File: src/rtl/m_plot_receiver.sv
// Plot-stream receiver: range-checks drawer pixels, queues them and
// writes them into a 160x120 framebuffer port with backpressure.
module m_plot_receiver #(
  parameter int DEPTH    = 8,
  parameter int COLOUR_W = 3,
  parameter int WIDTH    = 160,
  parameter int HEIGHT   = 120,
  parameter int ADDR_W   = 15
) (
  input  logic                clk,
  input  logic                rst,
  input  logic [7:0]          x,
  input  logic [6:0]          y,
  input  logic [COLOUR_W-1:0] colour,
  input  logic                plot,
  input  logic                src_done,
  input  logic                mem_ready,
  output logic [ADDR_W-1:0]   mem_addr,
  output logic [COLOUR_W-1:0] mem_data,
  output logic                mem_we,
  output logic                full,
  output logic                overflow,
  output logic [7:0]          drop_cnt,
  output logic [15:0]         wr_cnt,
  output logic                done
);

  localparam int PW = $clog2(DEPTH);
  localparam int CW = PW + 1;

  typedef struct packed {
    logic [ADDR_W-1:0]   addr;
    logic [COLOUR_W-1:0] colour;
  } pix_t;

  typedef enum logic [1:0] {
    IDLE,
    RUN,
    DRAIN,
    FIN
  } state_t;

  pix_t          fifo_q [DEPTH];
  logic [PW-1:0] wr_ptr;
  logic [PW-1:0] rd_ptr;
  logic [CW-1:0] count;
  state_t        state;

  logic              in_range;
  logic              push;
  logic              pop;
  logic              empty;
  logic              slot_free;
  logic [ADDR_W-1:0] pix_addr;

  assign in_range  = ({1'b0, x} < 9'(WIDTH))
                  && ({1'b0, y} < 8'(HEIGHT));
  assign empty     = (count == '0);
  assign full      = (count == CW'(DEPTH));
  assign slot_free = ~mem_we | mem_ready;
  assign push      = plot & in_range & ~full;
  assign pop       = slot_free & ~empty;

  // 160 = 128 + 32, so the row offset is two shifts and an add
  generate
    if (WIDTH == 160) begin : g_shift
      assign pix_addr = (ADDR_W'(y) << 7)
                      + (ADDR_W'(y) << 5)
                      + ADDR_W'(x);
    end else begin : g_mul
      assign pix_addr = ADDR_W'(y) * ADDR_W'(WIDTH)
                      + ADDR_W'(x);
    end
  endgenerate

  always_ff @(posedge clk) begin
    if (push) begin
      fifo_q[wr_ptr] <= '{addr: pix_addr, colour: colour};
    end
  end

  always_ff @(posedge clk or negedge rst) begin
    if (!rst) begin
      wr_ptr   <= '0;
      rd_ptr   <= '0;
      count    <= '0;
      mem_we   <= 1'b0;
      mem_addr <= '0;
      mem_data <= '0;
      overflow <= 1'b0;
      drop_cnt <= '0;
      wr_cnt   <= '0;
    end else begin
      if (push) wr_ptr <= wr_ptr + 1'b1;
      if (pop)  rd_ptr <= rd_ptr + 1'b1;
      count <= count + CW'(push) - CW'(pop);
      if (pop) begin
        mem_we   <= 1'b1;
        mem_addr <= fifo_q[rd_ptr].addr;
        mem_data <= fifo_q[rd_ptr].colour;
      end else if (slot_free) begin
        mem_we <= 1'b0;
      end
      if (plot && in_range && full) overflow <= 1'b1;
      if (plot && !in_range && drop_cnt != 8'hFF) begin
        drop_cnt <= drop_cnt + 8'd1;
      end
      if (mem_we && mem_ready) wr_cnt <= wr_cnt + 16'd1;
    end
  end

  always_ff @(posedge clk or negedge rst) begin
    if (!rst) begin
      state <= IDLE;
      done  <= 1'b0;
    end else begin
      done <= 1'b0;
      unique case (state)
        IDLE:  if (plot || src_done) state <= RUN;
        RUN:   if (src_done) state <= DRAIN;
        DRAIN: if (empty && slot_free) begin
          state <= FIN;
          done  <= 1'b1;
        end
        FIN:   state <= IDLE;
        default: state <= IDLE;
      endcase
    end
  end

endmodule

File: config.mk
export PLATFORM = sky130hd
export DESIGN_NAME = m_plot_receiver
export DESIGN_NICKNAME = d
export VERILOG_FILES = /design/src/rtl/m_plot_receiver.sv
export SDC_FILE = /design/constraint.sdc
export NUM_CORES = 1
export LEC_CHECK = 0
export ABC_AREA = 1
export CORE_ASPECT_RATIO = 0.5
export CORE_MARGIN = 4
export CORE_UTILIZATION = 35
export DETAILED_ROUTE_END_ITERATION = 16
export REMOVE_ABC_BUFFERS = 1
export SLEW_MARGIN = 0
export SYNTH_ARGS = -nofsm -noshare
export SYNTH_HDL_FRONTEND = slang
export SYNTH_SLANG_ARGS = --single-unit
File: constraint.sdc
create_clock -name clk -period 5.49 [get_ports clk]
set_input_delay 1.3725 -clock clk [delete_from_list [all_inputs] [get_ports clk]]
set_output_delay 1.3725 -clock clk [all_outputs]
set_load 0.01 [all_outputs]
## Word-level counts from Yosys, hierarchy flattened

Memory sizes are Yosys's and may differ from the RTL's. A register that Yosys moved wholly into a read port is not among the register bits.
Index checks and enable logic that the tools add are counted.

- Output and inout port bits: 46
- Memory bits (writable): 144
- Register bits after elaboration: 39
- Memories kept: 1
- Word-level logic and storage cells: 59

Memory list:

| memory | words | bits a word | read ports | clocked after memory_dff | write ports | line | RTL |
|---|---|---|---|---|---|---|---|
| fifo_q | 8 | 18 | 1 | 1 | 1 | 43 | `pix_t fifo_q [DEPTH];` |

- Order comparisons: 2
- Bitwise operators: 7
- Muxes and demuxes: 10
- Reduce and logical (&&, ||, !) cells: 14
- Equality and inequality tests: 8
- Add/sub/neg operators: 8

Operator list:

| cell | number |
|---|---|
| 16-bit by 1-bit adder with 16-bit output (second input constant) | 1 |
| 14-bit by 12-bit adder with 15-bit output | 1 |
| 15-bit by 8-bit adder with 15-bit output | 1 |
| 8-bit by 1-bit adder with 8-bit output (second input constant) | 1 |
| 8-bit < comparator (second input constant) | 1 |
| 8-bit inequality test (second input constant) | 1 |
| 2-bit case mux with 4 select lines | 1 |
| 1-bit logical AND | 7 |
| 7-bit < comparator (second input constant) | 1 |
| 3-bit by 1-bit adder with 3-bit output (second input constant) | 2 |
| 1-bit two-way mux | 6 |
| 2-bit two-way mux | 3 |
| 2-bit inequality test (second input constant) | 3 |
| 4-bit by 1-bit adder with 4-bit output | 1 |
| 2-bit equality test (second input constant) | 2 |
| 4-bit equality test (second input constant) | 1 |
| 4-bit logical NOT | 1 |
| 4-bit by 1-bit subtractor with 4-bit output | 1 |
| 1-bit AND | 3 |
| 1-bit inverter | 3 |
| 3-bit AND reduction | 1 |
| 2-bit by 1-bit equality test with 1-bit output (second input constant) | 1 |
| 1-bit logical NOT | 2 |
| 2-bit logical NOT | 1 |
| other kinds (3) | 3 |

## Logic depth before layout (Yosys ltp)

Gate-level depths: netlist (run 1).

- Depth in word-level cells: 6
- Depth in mapped cells: 12
- Mapped depth without buffers: 11

## Worst setup path before layout (run 1)

Ideal clock, no wire load.

- Kind: in2reg
- Start point: input port y[0]
- End point: memory fifo_q[0][17] (netlist name), data pin
- Slack: 2,271 ps
- Arrival time: 2,995 ps
- Path buffers: 0
- Stages on the path: 6
- Data required time: 5,266 ps
- Cell sequence: inv_1 fa_1 fa_1 o21ai_1 nand3_1 a21oi_1

- Word-level cells in the longest chain between the ends: 2

Ends and longest elaborated chain:

| what | line | RTL |
|---|---|---|
| from (decl) | 13 | `input logic [6:0] y,` |
| 14-bit by 12-bit adder with 15-bit output | 68 | `+ (ADDR_W'(y) << 5)` |
| 15-bit by 8-bit adder with 15-bit output | 69 | `+ ADDR_W'(x);` |
| net pix_addr[14] | 54 | `logic [ADDR_W-1:0] pix_addr;` |
| to (decl) | 43 |  |

The timed path passes the listed nets, and every way through them passes these cells.

## Worst setup path after layout (run 1)

- Start point: input port y[0]
- End point: memory fifo_q[7][17] (netlist name), data pin

The elaborated chain is that of the path after synthesis.

==> parameters.txt, run 1 <==
Parameter                              Value

GRT
  Global-route wire length before repair    around 33000 um
  Largest net degree at the start of global routing    74
  Vias in the first global route    around 6200
  Number of antenna violations at the first check in global routing    0
  Grt total ovfl    0
  Overall routing resource usage    14.0%

Critical path
  Worst R2R End    count[2]
  Largest driver fanout on the critical path    8
  Reg2reg path depth    11
  CP endpoint kind    flip-flop
  Origin of the critical flop-to-flop path    count[2]
  Critical Path Source Type    input pin
  Register-to-register setup slack    3.15 ns
  WP data arrival    between 3 and 4 ns
  Critical path required time    5.72 ns
  Critical Path Source    y[0]
  Worst Setup Path Type    input pin to flip-flop

Final layout
  Final #Nets    1087
  Cell Count, Final, Fillers Out    about 1400
  Non-Filler Cell Area, Final    11100 sq um
  Share of post-route cells with drive strength above 1    6.86%
  Ant. Diodes    0
  Most common cell after layout, fill and taps aside    nand2_1
  Leading cell types in the layout, fill and taps excluded    nand2_1 (315), inv_1 (156), edfxtp_1 (144)
  Layout overhead on the synthesized area    17.3%

Flow run
  Max-capacitance violation count    0

STA
  Final TNS setup    0 ns
  RSZ-0062 raised after global routing    false
  Achievable Freq    281 MHz
  Tightest slew margin relative to the limit    34.4%
  Minimum clock period after layout    3.56 ns
  Slew of the pin with the lowest slew margin    0.984 ns
  Pins over their slew limit    0
  Number of hold-slack violations in the final timing report    0
  Worst setup slack after layout    1.93 ns
  Fin Clk Skew    0.0132 ns
  Number of setup violations in the final report    0
  Final critical-path share of the clock period    64.8%

Worst hold path
  Worst hold start    overflow
  Hold-critical path endpoint    overflow
  Hold depth    1
  Worst hold path class    flip-flop to flip-flop

CTS
  Post-cts resize count    0
  Number of sinks handled by clock tree synthesis    roughly 200
  Clock Path Buffers    3
  CTS tree    yes
  Clock buffers created by TritonCTS    21
  Quantity of hold-fixing buffers added after cts    0
  Cell chosen for the clock root    clkbuf_16
  H-tree depth    1
  Postcts setup bufs    0
  Insertion delay to the later sink of the worst-skew pair    0.50 ns
  Clock edge transition at the registers on the reported setup and hold paths    ~0.060 ns

Detailed routing
  Routed via count divided by cell count    roughly 4.6
  First DRT Iteration DRCs    370
  Final wirelength    20500 um
  Mean routed wirelength per cell    14.7 um
  DRC Markers    0
  Count of vias placed by the detailed router    ~6400
  Routed Antenna Nets    0
  1st-pass router iterations    5

Die
  Die extent in x    240 um
  Chip height    about 120 um
  # IOs    69
  Number of placement rows    42
  Die Footprint    between 20000 and 30000 sq um
  Starting density of the core    roughly 36%
  Area of the core    ~26000 sq um

Synthesis
  Async set-or-reset flop fraction in the synthesized netlist    ~28%
  Number of flops mapped to enable cells by yosys    144
  Top area cells in the synthesized netlist    edfxtp_1 (46%), dfrtp_1 (15%), nand2_1 (13%)
  Dominant synthesized flop cell    edfxtp_1
  Yosys top cell area share    45.8%
  Compound-gate portion of the synthesized area    0.822%
  Adder and majority cell fraction of the synthesized area    4.21%
  Cell area after technology mapping    9440 sq um
  Combinational family with the most area after synthesis    simple AND/OR/NAND/NOR gates
  Count of unique library cells instantiated by Yosys    33
  Warning count from the yosys run    0
  Post-Synth Simple-Gate Area    between 20% and 30%
  Portion of netlist area occupied by mux cells    0%
  Cells after synthesis    961
  Post-synthesis register bit count    201
  Syn Area/Cell    9.83 sq um
  Post-synthesis xor/xnor area fraction    1.95%
  Register area share after synthesis    60.9%
  Largest area contributor in the synthesized netlist    edfxtp_1

Placement
  Final GP Congestion    0.781
  Worst setup slack after placement    between 1 and 1.5 ns
  Area of placed instances    10400 sq um
  HPWL Detailed    11900 um
  Placed Cells    approximately 1400
  Count of input and output buffers    68

Run status
  Outcome    complete, no violations

Power
  Leakage Power    4.98 nW
  Power per unit of standard cell area    463 nW/um^2
  Largest voltage drop on the vdd net    0.259 mV
  Pwr Total    5.13 mW
[layer usage]
layer	vias to the layer above	part of all wire, %	GRT usage (%)
met5	-	0	0
met4	0	1.7	3.06
met3	29	4.6	2.06
met2	127	48	24.6
met1	3036	46	18.7
li1	3217	-	-
[how the worst max path moves through the flow]
stage / slack, ns / endpoint
floorplan: 2.13 / count[2]
global placement: 1.51 / fifo_q[2][17]
detailed placement: 1.44 / fifo_q[3][17]
CTS: 1.96 / fifo_q[6][17]
global route: 1.79 / fifo_q[7][17]
finish: 1.93 / fifo_q[7][17]
[registers in the layout, indices dropped and copies added, names as in the netlist]
signal	flops
drop_cnt	8
wr_cnt	16
fifo_q	144
count	4
rd_ptr	3
state	2
mem_addr	15
mem_we	1
wr_ptr	3
overflow	1
done	1
mem_data	3
[synthesized netlist by cell type (2+ instances only)]
master / instances
nand2_1: 315
inv_1: 156
edfxtp_1: 144
nand3_1: 130
dfrtp_1: 57
ha_1: 27
nor2_1: 21
xor2_1: 15
buf_2: 12
buf_4: 9
nand4_1: 9
buf_6: 8
a21oi_1: 7
nor2_2: 6
xnor2_1: 6
nand2_2: 5
inv_2: 4
nand3_2: 4
fa_1: 3
nand3b_1: 3
nor2_4: 3
a21o_1: 2
nand2_4: 2
nor3_1: 2
o21ai_0: 2
o21ai_1: 2
[metrics by stage]
stage | hold slack [ns] | utilization, %
detailed placement | 0.448 | 39.4
global route | 0.485 | 41.8
floorplan | 0.467 | -
global placement | 0.453 | 39.4
CTS | 0.462 | 41.8
finish | 0.454 | 41.8
[cell families (layout without fill, tap and decap cells)]
family,count (synthesis),in the layout
flip-flops,201,201
adder cells (fa/ha/maj),30,30
AND/OR/NAND/NOR,503,503
XOR/XNOR,21,21
AO/OA/AOI/OAI,14,14
buffers and inverters,192,280
[worst max-delay path: stages]
cell	delay (ns)
clkdlybuf4s50_1	0.48
inv_1	0.06
fa_1	0.52
fa_1	0.47
o21ai_1	0.32
nand3_1	0.12
a21oi_1	0.43
[power breakdown]
part,internal (mW),total [mW],switching [mW]
clock network,0.761,1.35,0.591
logic,0.628,1.62,0.989
registers,1.92,2.16,0.244
[area by class of cell]
cell class | count | area [sq um]
fillers | 2528 | 15400
flip-flops and latches | 201 | 5750
multi-input cells | 568 | 2860
repair buffers | 80 | 766
inverters | 162 | 616
clock buffers | 26 | 544
well taps | 352 | 440
clock inverters | 12 | 101
Power figures use the tool's default switching activity.
==> inputs of run 2 (changes only) <==
==> constraint.sdc (replaced) <==
create_clock -name clk -period 3.1 [get_ports clk]
set_input_delay 0.775 -clock clk [delete_from_list [all_inputs] [get_ports clk]]
set_output_delay 0.775 -clock clk [all_outputs]
set_load 0.01 [all_outputs]
==> run 2 against run 1 <==
Net effect: largest power group unchanged; first-iteration DRC count rose by 8.4%; cell count rose by 0.50%; die area did not move; flip-flop and latch count did not move; register-to-register slack got worse by 2.2 ns.
==> parameters.txt, run 2 (synthesis results as in run 1) <==
Parameter                              Value

Critical path
  Critical Path Source Type    flip-flop
  Critical path required time    2.32 ns
  Worst Setup Path Type    flip-flop to output port
  Cell-by-cell listing of the critical path    inv_1, ha_1, nand3_1, inv_1, clkdlybuf4s50_1
  Kind of cell with the highest combined delay on the critical path    buffers and inverters
  WP depth    5
  Largest driver fanout on the critical path    5
  Critical Path Max Stage Delay    roughly 0.58 ns
  Worst path most repeated cell    inv_1
  Reg2reg path depth    9
  WP data arrival    2.08 ns
  Buf/Inv on CP    3
  CP endpoint kind    output port
  Slowest cell on crit path    clkdlybuf4s50_1

Power
  Largest voltage drop on the vdd net    0.463 mV
  Leakage Power    5.10 nW
  Power per unit of standard cell area    836 nW/um^2

Final layout
  Cell Count, Final, Fillers Out    1408
  Leading cell types in the layout, fill and taps excluded    nand2_1 (315), inv_1 (156), edfxtp_1 (144)
  Flip-flop count of the largest register, all copies and words added    ~140
  Registers with the most flip-flops    fifo_q: 144 flops, wr_cnt: 16 flops, mem_addr: 15 flops
  Share of post-route cells with drive strength above 1    under 10%
  Final #Nets    about 1100
  Ant. Diodes    0
  Layout overhead on the synthesized area    20.0%
  Register bank with the most flops    fifo_q
  Share of the core filled with cells in the final layout    between 40% and 50%
  Most common cell after layout, fill and taps aside    nand2_1

CTS
  H-tree depth    1
  Cell chosen for the clock root    clkbuf_16
  Post-cts resize count    0
  CTS tree    yes
  Quantity of hold-fixing buffers added after cts    0
  Clock edge transition at the registers on the reported setup and hold paths    0.06 ns
  Clock Path Buffers    3
  Number of sinks handled by clock tree synthesis    about 200
  Clock buffers created by TritonCTS    21
  Postcts setup bufs    0
  Insertion delay to the later sink of the worst-skew pair    0.49 ns

STA
  Tightest slew margin relative to the limit    47.0%
  Achievable Freq    351 MHz
  Hold_ws    0.279 ns
  Number of setup violations in the final report    0
  Final critical-path share of the clock period    92.0%
  Minimum clock period after layout    approximately 2.9 ns
  RSZ-0062 raised after global routing    false
  Final TNS setup    0 ns
  Number of hold-slack violations in the final timing report    0
  Fin Clk Skew    between 0.009 and 0.01 ns
  Slew of the pin with the lowest slew margin    0.795 ns
  Pins over their slew limit    0

GRT
  Largest net degree at the start of global routing    74
  Global-route wire length before repair    between 30000 and 40000 um
  Number of antenna violations at the first check in global routing    0
  Grt total ovfl    0
  Vias in the first global route    6378
  Overall routing resource usage    between 10% and 20%

Die
  Die extent in x    240 um
  Die Footprint    between 20000 and 30000 sq um
  Starting density of the core    between 30% and 40%
  Number of placement rows    between 40 and 50
  Chip height    124 um
  # IOs    69
  Area of the core    ~26000 sq um

Detailed routing
  Routed via count divided by cell count    4.56
  Final wirelength    20600 um
  Count of vias placed by the detailed router    6414
  DRC Markers    0
  First DRT Iteration DRCs    401
  Routed Antenna Nets    0
  Mean routed wirelength per cell    14.6 um
  1st-pass router iterations    5

Flow run
  Max-capacitance violation count    0

Placement
  Placed Cells    roughly 1400
  HPWL Detailed    12100 um
  Count of input and output buffers    roughly 70
  Final GP Congestion    0.805

Worst hold path
  Worst hold path class    input pin to async pin

Run status
  Outcome    complete, no violations
[run 2: cell count changes in the layout (fill, tap and decap cells not counted), sizes merged]
cell	previous run	this run
buf	13	20
bufinv	1	5
clkbuf	26	25
clkinv	5	4
clkinvlp	3	2
inv	165	164
[run 2: path summary, 6_finish.rpt]
path / endpoint / slack (ns) / startpoint
worst min-delay path: mem_addr[0] / 0.28 / rst
worst min register to register: overflow / 0.46 / overflow
worst max register to register: count[2] / 0.98 / count[2]
min in group clk: overflow / 0.46 / overflow
max in group asynchronous: drop_cnt[7] / 2.50 / rst
worst max-delay path: full / 0.25 / count[2]
[run 2: worst register-to-register path, cell delays in order (launching register included)]
cell     delay, ns
dfrtp_1       0.32
inv_1         0.07
ha_1          0.20
nand3_1       0.23
nand2_4       0.13
ha_1          0.29
inv_1         0.04
ha_1          0.20
fa_1          0.38
xor2_1        0.15
[run 2: where the power goes]
part | total [mW] | switching (mW) | internal [mW]
logic | 3.08 | 1.91 | 1.16
clock network | 2.73 | 1.04 | 1.70
registers | 3.67 | 0.274 | 3.40
total | 9.48 | 3.22 | 6.26
[run 2: per-layer routing]
| metal | track usage, % | vias up | wire length (um) |
|---|---|---|---|
| met5 | 0 | - | 0 |
| met4 | 3.38 | 0 | 416 |
| met3 | 2.26 | 32 | 820 |
| met2 | 24.4 | 114 | 9800 |
| met1 | 18.8 | 3045 | 9530 |
| li1 | - | 3223 | - |
[run 2: final cells by class]
class                   count  area [sq um]
clock buffers              25           551
clock inverters            13           203
fillers                  2493         15200
inverters                 162           616
multi-input cells         568          2860
flip-flops and latches    201          5750
well taps                 352           440
repair buffers             87           918
[run 2: through the flow]
step	instance area [sq um]	power, mW	setup slack, ns
after detailed placement	10600	6.84	-0.239
after CTS	11300	9.61	0.204
after global placement	10600	6.73	-0.181
final	11300	9.48	0.248
after global routing	11300	10.1	0.0949
after floorplan	9220	5.56	0.338
